**src/rtl/hero_dir_ctrl.sv**
```systemverilog
// hero_dir_ctrl
//   Turns raw player push-buttons into a registered direction code for the
//   sprite movement/render logic. Each button bit passes through a two-flop
//   synchroniser and a per-bit debounce filter. The debounced vector is then
//   decoded into a candidate direction, using the multi-press policy set by
//   MULTI_MODE. A change of direction updates state/old_state, pulses
//   changed/step, and pushes the previous direction into a short history.
//   While a direction is held, step can auto-repeat every REPEAT_CYCLES
//   cycles.
//
// Ports
//   clk         game clock, rising edge
//   rst_n       asynchronous active-low reset
//   btn         raw asynchronous buttons, active high, bit i = direction i
//   enable      low freezes state/history/strobes (debounce keeps running)
//   state       current direction code
//   old_state   direction held before the last change
//   changed     one-cycle pulse when state changes
//   step        one-cycle move request (on change and on auto-repeat)
//   hist        past directions, slot 0 (LSBs) = most recent prior direction
//   hist_count  number of valid history slots, saturates at HIST_DEPTH

module hero_dir_ctrl #(
    parameter int NUM_DIRS        = 4,
    parameter int DIR_W           = 2,
    parameter int DEBOUNCE_CYCLES = 16,
    parameter int REPEAT_CYCLES   = 0,
    parameter int HIST_DEPTH      = 4,
    parameter int MULTI_MODE      = 0,
    parameter int RESET_DIR       = 0
) (
    input  logic                          clk,
    input  logic                          rst_n,
    input  logic [NUM_DIRS-1:0]           btn,
    input  logic                          enable,
    output logic [DIR_W-1:0]              state,
    output logic [DIR_W-1:0]              old_state,
    output logic                          changed,
    output logic                          step,
    output logic [HIST_DEPTH*DIR_W-1:0]   hist,
    output logic [$clog2(HIST_DEPTH+1)-1:0] hist_count
);

    localparam int HC_W     = $clog2(HIST_DEPTH + 1);
    localparam int HIST_W   = HIST_DEPTH * DIR_W;
    localparam int DB_W     = $clog2(DEBOUNCE_CYCLES + 1);
    localparam int RPT_W    = (REPEAT_CYCLES > 1) ? $clog2(REPEAT_CYCLES) : 1;
    localparam int RPT_LAST = (REPEAT_CYCLES > 0) ? REPEAT_CYCLES - 1 : 0;

    localparam logic [DIR_W-1:0] RST_CODE  = DIR_W'(RESET_DIR);
    localparam logic [DB_W-1:0]  DB_TERM   = DB_W'(DEBOUNCE_CYCLES);
    localparam logic [RPT_W-1:0] RPT_TERM  = RPT_W'(RPT_LAST);
    localparam logic [HC_W-1:0]  HC_FULL   = HC_W'(HIST_DEPTH);

    logic [NUM_DIRS-1:0] sync_a;
    logic [NUM_DIRS-1:0] sync_b;
    logic [NUM_DIRS-1:0] db;
    logic [DB_W-1:0]     db_cnt [NUM_DIRS];

    logic [DIR_W-1:0]    low_idx;
    logic                multi;
    logic                cand_valid;
    logic [HIST_W-1:0]   hist_next;
    logic [RPT_W-1:0]    rpt_cnt;

    // Two-flop synchroniser for the asynchronous button pins.
    always_ff @(posedge clk or negedge rst_n) begin
        if (!rst_n) begin
            sync_a <= '0;
            sync_b <= '0;
        end else begin
            sync_a <= btn;
            sync_b <= sync_a;
        end
    end

    // Per-bit debounce: db flips only on the edge where the counter has
    // already seen DEBOUNCE_CYCLES consecutive mismatching cycles.
    always_ff @(posedge clk or negedge rst_n) begin
        if (!rst_n) begin
            db <= '0;
            for (int i = 0; i < NUM_DIRS; i++) begin
                db_cnt[i] <= '0;
            end
        end else begin
            for (int i = 0; i < NUM_DIRS; i++) begin
                if (sync_b[i] == db[i]) begin
                    db_cnt[i] <= '0;
                end else if (db_cnt[i] == DB_TERM) begin
                    db[i]     <= ~db[i];
                    db_cnt[i] <= '0;
                end else begin
                    db_cnt[i] <= db_cnt[i] + DB_W'(1);
                end
            end
        end
    end

    // Candidate decode. Descending scan leaves the lowest set index;
    // db & (db-1) is non-zero exactly when two or more bits are set.
    always_comb begin
        low_idx = '0;
        for (int i = NUM_DIRS - 1; i >= 0; i--) begin
            if (db[i]) begin
                low_idx = DIR_W'(i);
            end
        end
        multi      = |(db & (db - NUM_DIRS'(1)));
        cand_valid = (|db) && (!multi || (MULTI_MODE == 1));
    end

    always_comb begin
        hist_next                = hist << DIR_W;
        hist_next[DIR_W-1:0]     = state;
    end

    always_ff @(posedge clk or negedge rst_n) begin
        if (!rst_n) begin
            state      <= RST_CODE;
            old_state  <= RST_CODE;
            hist       <= {HIST_DEPTH{RST_CODE}};
            hist_count <= '0;
            changed    <= 1'b0;
            step       <= 1'b0;
            rpt_cnt    <= '0;
        end else if (!enable) begin
            changed <= 1'b0;
            step    <= 1'b0;
            rpt_cnt <= '0;
        end else if (cand_valid && (low_idx != state)) begin
            state     <= low_idx;
            old_state <= state;
            hist      <= hist_next;
            if (hist_count != HC_FULL) begin
                hist_count <= hist_count + HC_W'(1);
            end
            changed <= 1'b1;
            step    <= 1'b1;
            rpt_cnt <= '0;
        end else if (cand_valid && (REPEAT_CYCLES > 0)) begin
            // Held direction: count out the auto-repeat period.
            changed <= 1'b0;
            if (rpt_cnt == RPT_TERM) begin
                step    <= 1'b1;
                rpt_cnt <= '0;
            end else begin
                step    <= 1'b0;
                rpt_cnt <= rpt_cnt + RPT_W'(1);
            end
        end else begin
            changed <= 1'b0;
            step    <= 1'b0;
            rpt_cnt <= '0;
        end
    end

endmodule

```
**config.mk**
```make
export PLATFORM = sky130hd
export DESIGN_NAME = hero_dir_ctrl
export DESIGN_NICKNAME = d
export VERILOG_FILES = /design/src/rtl/hero_dir_ctrl.sv
export SDC_FILE = /design/constraint.sdc
export NUM_CORES = 1
export LEC_CHECK = 0
export BUFFER_PORTS_ARGS = -buffer_cell sky130_fd_sc_hd__buf_4
export CAP_MARGIN = 20
export CELL_PAD_IN_SITES_DETAIL_PLACEMENT = 1
export CELL_PAD_IN_SITES_GLOBAL_PLACEMENT = 2
export CORE_MARGIN = 5
export CORE_UTILIZATION = 35
export DETAILED_ROUTE_END_ITERATION = 10
export GPL_ROUTABILITY_DRIVEN = 0
export GPL_TIMING_DRIVEN = 0
export PLACE_DENSITY = 0.76
export SLEW_MARGIN = 15
export SYNTH_ARGS = -nofsm -noshare
export SYNTH_HDL_FRONTEND = slang
export SYNTH_SLANG_ARGS = --single-unit
```
**constraint.sdc**
```tcl
create_clock -name clk -period 1.6 [get_ports clk]
set_input_delay 0.32 -clock clk [delete_from_list [all_inputs] [get_ports clk]]
set_output_delay 0.32 -clock clk [all_outputs]
set_load 0.02 [all_outputs]
```
==> flow_metrics.py, run 1 <==
metrics = {
    "power_and_ir_drop": {
        "report.power.total_mw": 2.06,
        "irDropWorstVdd_mv": 0.309,
        "p_comb_frac": 0.052,
        "power_density_nw_per_um2": 787,
        "cellLeakagePower_nw": 1.31,
        "power_switching_mw": 0.475,
        "clock_power_share": 0.354,
        "p_int_mw": 1.59,
        "power_frac_seq": 0.595,
        "switching_share": 0.230,
    },
    "grt": {
        "number_of_global_route_vias_before_repair": 1519,
        "globalRoute.totalOverflow": 0,
        "number_of_antenna_violations_at_the_first_check_in_global_routing": 0,
        "gr-usage-all-layers": 0.116,
        "grt_start_max_net_pins": 47,
        "grt_first_pass_wirelength_mm": 7.02,
    },
    "sta": {
        "max_slew_headroom": 0.617,
        "finClkSkew_ps": 8.22,
        "post-route-worst-setup-slack_ps": -111,
        "finalHoldWorstSlack_ps": 14.5,
        "worst_max_slew_pin_slew_ps": 574,
        "period_needed_ps": 1710,
        "period_share": 1.07,
        "final-hold-violation-count": 0,
        "setup_viol": 12,
        "final-max-slew-violation-count": 0,
        "rsz0062_at_grt": "yes",
        "maxClockFrequency_mhz": 584,
    },
    "setup_path": {
        "highest_fanout_seen_on_the_critical_path": 10,
        "startpoint": "db[3]$_DFFE_PN0P_",
        "startpoint_class_of_the_critical_path": "register",
        "arrival_ps": 1900,
        "critical_path_depth": 6,
        "regToRegEndpoint": "hist[5]$_DFFE_PN0P_",
        "worstSetupPathType": "reg -> reg",
        "rr_startpoint": "db[3]$_DFFE_PN0P_",
        "register_to_register_path_setup_slack_ps": -110,
        "cp-endpoint": "hist[5]$_DFFE_PN0P_",
        "timing.reg2reg.worst_path_depth": 6,
        "cp_data_required_time_ps": 1790,
        "worst_path_max_delay_cell": "dfrtp_1",
        "cp.buffers_inverters": 1,
        "critical_path.max_stage_delay_ps": 380,
        "cp_cell_sequence": "buf_6 > nor4b_4 > a21o_2 > o221a_4 > nand2_8 > mux2_4",
        "crit_family": "simple AND/OR/NAND/NOR gates",
        "critPathCaptureType": "register",
    },
    "synth": {
        "post_synth_fa_ha_maj_area_fraction": 0.0579,
        "synth-seq-area-share": 0.533,
        "synth_compound_area_frac": 0.0527,
        "yosys.area_share.xor_xnor": 0.0730,
        "netlist.top_cell.by_area": "dfrtp_1",
        "synth.area.top_cells": "dfrtp_1, mux2_4, ha_1",
        "synth-edff-count": 0,
        "yosys-mux-area-fraction": 0.0973,
        "synthesis.nets": 193,
        "synth_most_common_cell": "dfrtp_1",
        "synth_area_per_cell_um2": 12.3,
        "synth_simple_gate_area_share": 0.135,
        "synthDistinctLibCells": 32,
        "synthFlopType": "dfrtp_1",
        "async_flop_share": 1.00,
        "synth_top_area_frac": 0.533,
        "synth_commonest_cells": "dfrtp_1, nor2_1, inv_1",
        "synth_top_family_by_area": "simple AND/OR/NAND/NOR gates",
        "synth.cell_area_um2": 2160,
        "ys_ff_latch": 46,
        "post_syn_instances": 176,
        "yosysWarningCount": 0,
    },
    "run_status": {
        "violations": "setup timing",
        "status": "finished with violations",
    },
    "clock_network": {
        "clk_transition_reported_paths_ps": 80,
        "cts_num_sinks": 46,
        "cts-hold-fix-buffers": 0,
        "cts_buffers": 5,
        "clock_tree_buf_depth": 2,
        "clock_tree.root_cell": "clkbuf_8",
        "number_of_h_tree_levels": 2,
        "clkLatencyLatePin_ps": 300,
        "tritoncts": "built",
    },
    "routing": {
        "detail_route.iter0.violations": 32,
        "post_route_wl_mm": 4.03,
        "via_per_inst": 4.68,
        "route.detailed.wl_per_inst_um": 14.0,
        "drc": 0,
        "num_vias": 1347,
        "final_antenna_net_count": 0,
        "drt-pass1-iter-count": 4,
    },
    "placement": {
        "place.port_buffers": 23,
        "dp.cells": 274,
        "detailedPlacementHpwl_mm": 3.00,
        "place_area_um2": 2450,
    },
    "layout": {
        "layout.cells.non_filler": 288,
        "antennaDiodeCount": 0,
        "final_nets": 229,
        "number_of_fill_cells_in_the_layout": 660,
        "area_grow_syn2layout_pct": 21.4,
        "final_design_area_no_fill_um2": 2620,
        "multi_input_comb_area_um2": 936,
        "register_area_um2": 1150,
        "layout-drive-gt1-share": 0.329,
    },
    "floorplanning": {
        "die_y_um": 88.6,
        "fp_rows": 28,
        "core-area_um2": 5960,
        "die_width_um": 88.6,
        "design.die.area_um2": 7840,
        "ports": 24,
        "initial_core_utilization": 0.363,
    },
    "hold_path": {
        "timing.hold.worst.class": "in -> async",
    },
    "flow_run": {
        "maxCapViolCount": 0,
    },
}
## flip-flops by register name, summed over array words and instances (netlist names)
| name | count |
|---|---|
| old_state | 1 |
| state | 2 |
| db_cnt | 20 |
| hist | 7 |
| sync_b | 4 |
| step | 1 |
| db | 4 |
| sync_a | 4 |
| hist_count | 3 |
## power groups by stage
stage	registers, mW	logic (mW)	clock network (mW)
floorplan	1.24	0.0577	0
global placement	1.25	0.102	0
detailed placement	1.25	0.112	0
CTS	1.23	0.113	0.768
global route	1.23	0.128	0.812
finish	1.23	0.106	0.730
## what timing repair did
| item | CTS | global route |
|---|---|---|
| pin swaps | 2 | 0 |
| setup buffers | 2 | 4 |
| endpoints found under the setup margin | 11 | 12 |
| gates resized for setup | 2 | 3 |
| cloned | 0 | 0 |
## metrics by stage
step	worst slack, ps	utilization	TNS, ps
2_1_floorplan	-16.5	-	-138
3_3_place_gp	-64.9	0.412	-629
3_5_place_dp	-174	0.412	-1660
4_1_cts	-102	0.432	-1000
5_1_grt	-173	0.440	-1870
6_report	-111	0.440	-1080
## cells in the final DEF (no fill, tap or decap), types with 5 or more instances in the layout
cell type and n:
buf_6 5, ha_1 10, xor2_1 10, xnor2_1 7, buf_4 31, and2_1 5, nand2_1 7, nand3_1 9
inv_1 12, mux2_4 11, nor2_1 20, dfrtp_1 44, clkbuf_8 7
## worst min-delay path by stage
stage / from / endpoint / slack [ps] / cells after the start
6_report: rst_n / db_cnt[15]$_DFF_PN0_ / 10 / 1
5_1_grt: rst_n / db_cnt[15]$_DFF_PN0_ / 60 / 1
4_1_cts: rst_n / db_cnt[17]$_DFF_PN0_ / 30 / 1
3_5_place_dp: sync_a[3]$_DFF_PN0_ / sync_b[3]$_DFF_PN0_ / 340 / 0
3_3_place_gp: sync_a[3]$_DFF_PN0_ / sync_b[3]$_DFF_PN0_ / 330 / 0
2_1_floorplan: rst_n / db[0]$_DFFE_PN0P_ / 20 / 0
## metal layers
layer  part of all wire  track usage
met2               0.53        0.213
met1               0.40        0.124
met4              0.017       0.0453
met5                  0            0
met3              0.049       0.0354
## layout make-up
cell class / instances / area share
sequential: 46 / 0.440
multi-input combinational: 110 / 0.357
timing repair buffer: 29 / 0.0844
tap: 75 / 0.0358
clock buffer: 7 / 0.0329
buffer: 8 / 0.0310
inverter: 12 / 0.0172
clock inverter: 1 / 0.00191
## cell families after synthesis
kind of cell	after synthesis
flops	46
simple gates	54
xor+xnor	18
buf+inv	20
fa+ha+maj	10
mux	15
compound gates	13
Power figures use the tool's default switching activity.
==> run 2: changes to the inputs <==
--- a/config.mk
+++ b/config.mk
@@ -15,6 +15,7 @@
 export GPL_ROUTABILITY_DRIVEN = 0
 export GPL_TIMING_DRIVEN = 0
 export PLACE_DENSITY = 0.76
+export RECOVER_POWER = 50
 export SLEW_MARGIN = 15
 export SYNTH_ARGS = -nofsm -noshare
 export SYNTH_HDL_FRONTEND = slang
==> flow_metrics.py, run 2 (same netlist as run 1, synthesis figures left out) <==
metrics = {
    "layout": {
        "regMostFlops": "db_cnt",
        "layout.cells.non_filler": 288,
        "number_of_fill_cells_in_the_layout": 661,
        "area_grow_syn2layout_pct": 21.3,
        "biggestRegsByFlops": "db_cnt: 20 flops, hist: 7 flops",
        "final_nets": 229,
        "final_cell_mix": "dfrtp_1, buf_4, nor2_1, inv_1, mux2_4",
        "layout_commonest_cell": "dfrtp_1",
        "final_design_area_no_fill_um2": 2620,
        "largest_register_ff_count": 20,
        "antennaDiodeCount": 0,
        "layout-drive-gt1-share": 0.329,
    },
    "clock_network": {
        "clk_transition_reported_paths_ps": 80,
        "tritoncts": "built",
        "clock_tree.root_cell": "clkbuf_8",
        "number_of_h_tree_levels": 2,
        "clock_tree_buf_depth": 2,
        "cts_num_sinks": 46,
        "clkLatencyLatePin_ps": 300,
        "cts_buffers": 5,
    },
    "setup_path": {
        "arrival_ps": 1900,
        "cp_data_required_time_ps": 1790,
        "startpoint_class_of_the_critical_path": "register",
        "timing.reg2reg.worst_path_depth": 6,
        "rr_startpoint": "db[3]$_DFFE_PN0P_",
        "startpoint": "db[3]$_DFFE_PN0P_",
        "highest_fanout_seen_on_the_critical_path": 10,
        "worstSetupPathType": "reg -> reg",
        "critPathCaptureType": "register",
    },
    "sta": {
        "final-max-slew-violation-count": 0,
        "rsz0062_at_grt": "yes",
        "period_needed_ps": 1710,
        "setup_viol": 12,
        "maxClockFrequency_mhz": 584,
        "finClkSkew_ps": 8.45,
        "worst_max_slew_pin_slew_ps": 1130,
        "final-hold-violation-count": 0,
        "post-route-worst-setup-slack_ps": -111,
        "period_share": 1.07,
        "finalHoldWorstSlack_ps": 140,
        "max_slew_headroom": 0.245,
    },
    "hold_path": {
        "timing.hold.worst.class": "in -> reg",
        "timing.hold.worst.start": "btn[3]",
        "min_delay_path_depth": 1,
    },
    "power_and_ir_drop": {
        "power_switching_mw": 0.474,
        "cellLeakagePower_nw": 1.31,
        "power_density_nw_per_um2": 787,
        "p_int_mw": 1.59,
        "report.power.total_mw": 2.06,
        "p_comb_frac": 0.051,
        "power_frac_seq": 0.595,
        "switching_share": 0.230,
        "irDropWorstVdd_mv": 0.308,
        "clock_power_share": 0.354,
    },
    "routing": {
        "post_route_wl_mm": 4.03,
        "final_antenna_net_count": 0,
        "route.detailed.wl_per_inst_um": 14.0,
        "via_per_inst": 4.68,
        "num_vias": 1348,
        "detail_route.iter0.violations": 31,
        "drc": 0,
        "drt-pass1-iter-count": 4,
    },
    "run_status": {
        "violations": "setup timing",
        "status": "finished with violations",
    },
    "placement": {
        "detailedPlacementHpwl_mm": 3.00,
        "dp.cells": 274,
        "place.port_buffers": 23,
        "place_area_um2": 2450,
    },
    "floorplanning": {
        "ports": 24,
        "core-area_um2": 5960,
        "die_y_um": 88.6,
        "initial_core_utilization": 0.363,
        "fp_rows": 28,
        "die_width_um": 88.6,
        "design.die.area_um2": 7840,
    },
    "grt": {
        "grt_first_pass_wirelength_mm": 7.02,
        "number_of_antenna_violations_at_the_first_check_in_global_routing": 0,
        "number_of_global_route_vias_before_repair": 1519,
        "gr-usage-all-layers": 0.116,
        "globalRoute.totalOverflow": 0,
        "grt_start_max_net_pins": 47,
    },
    "flow_run": {
        "maxCapViolCount": 0,
    },
}
[run 2: changes by cell type in the layout (fill, tap and decap cells not counted)]
cell	delta
clkbuf_4	+4
clkbuf_2	+1
buf_4	-5
[run 2: path summary, 6_finish.rpt]
kind                            slack [ps]                    to
worst min register to register         360   sync_b[1]$_DFF_PN0_
worst max register to register        -110   hist[5]$_DFFE_PN0P_
max in group asynchronous              620  state[0]$_DFFE_PN0P_
min in group asynchronous              230  db_cnt[15]$_DFF_PN0_
worst min-delay path                   140   sync_a[3]$_DFF_PN0_
worst max-delay path                  -110   hist[5]$_DFFE_PN0P_
[run 2: critical path, cell delays in order, from the launching register on]
cell,delay [ps]
dfrtp_1,380
buf_6,140
nor4b_4,290
a21o_2,140
o221a_4,240
nand2_8,110
mux2_4,310
[run 2: repair_timing]
item	4_1_cts	5_1_grt
gates resized for setup	2	3
hold buffers	0	0
setup endpoints to repair	11	12
pin swaps	2	0
buffers inserted	2	4
[run 2: layer usage]
layer / track usage / part of all wire
met1: 0.124 / 0.40
met2: 0.213 / 0.53
met3: 0.0354 / 0.049
met5: 0 / 0
met4: 0.0453 / 0.017
[run 2: area by class of cell]
class / instances / area (um2) / area share
multi-input combinational: 110 / 936 / 0.357
inverter: 12 / 45.0 / 0.0172
buffer: 8 / 81.3 / 0.0310
clock inverter: 1 / 5.00 / 0.00191
timing repair buffer: 29 / 219 / 0.0836
tap: 75 / 93.8 / 0.0358
sequential: 46 / 1150 / 0.440
clock buffer: 7 / 86.3 / 0.0330
[run 2: power by group through the flow]
| stage | Combinational [mW] | Clock (mW) | Sequential, mW |
|---|---|---|---|
| floorplan | 0.0577 | 0 | 1.24 |
| global placement | 0.102 | 0 | 1.25 |
| detailed placement | 0.112 | 0 | 1.25 |
| CTS | 0.113 | 0.768 | 1.23 |
| global route | 0.126 | 0.812 | 1.23 |
| finish | 0.105 | 0.729 | 1.23 |
[run 2: stage by stage]
| step | util | setup TNS [ps] | setup WS, ps |
|---|---|---|---|
| global route | 0.440 | -1870 | -173 |
| global placement | 0.412 | -629 | -64.9 |
| CTS | 0.432 | -1000 | -102 |
| floorplan | - | -138 | -16.5 |
| finish | 0.440 | -1080 | -111 |
| detailed placement | 0.412 | -1660 | -174 |
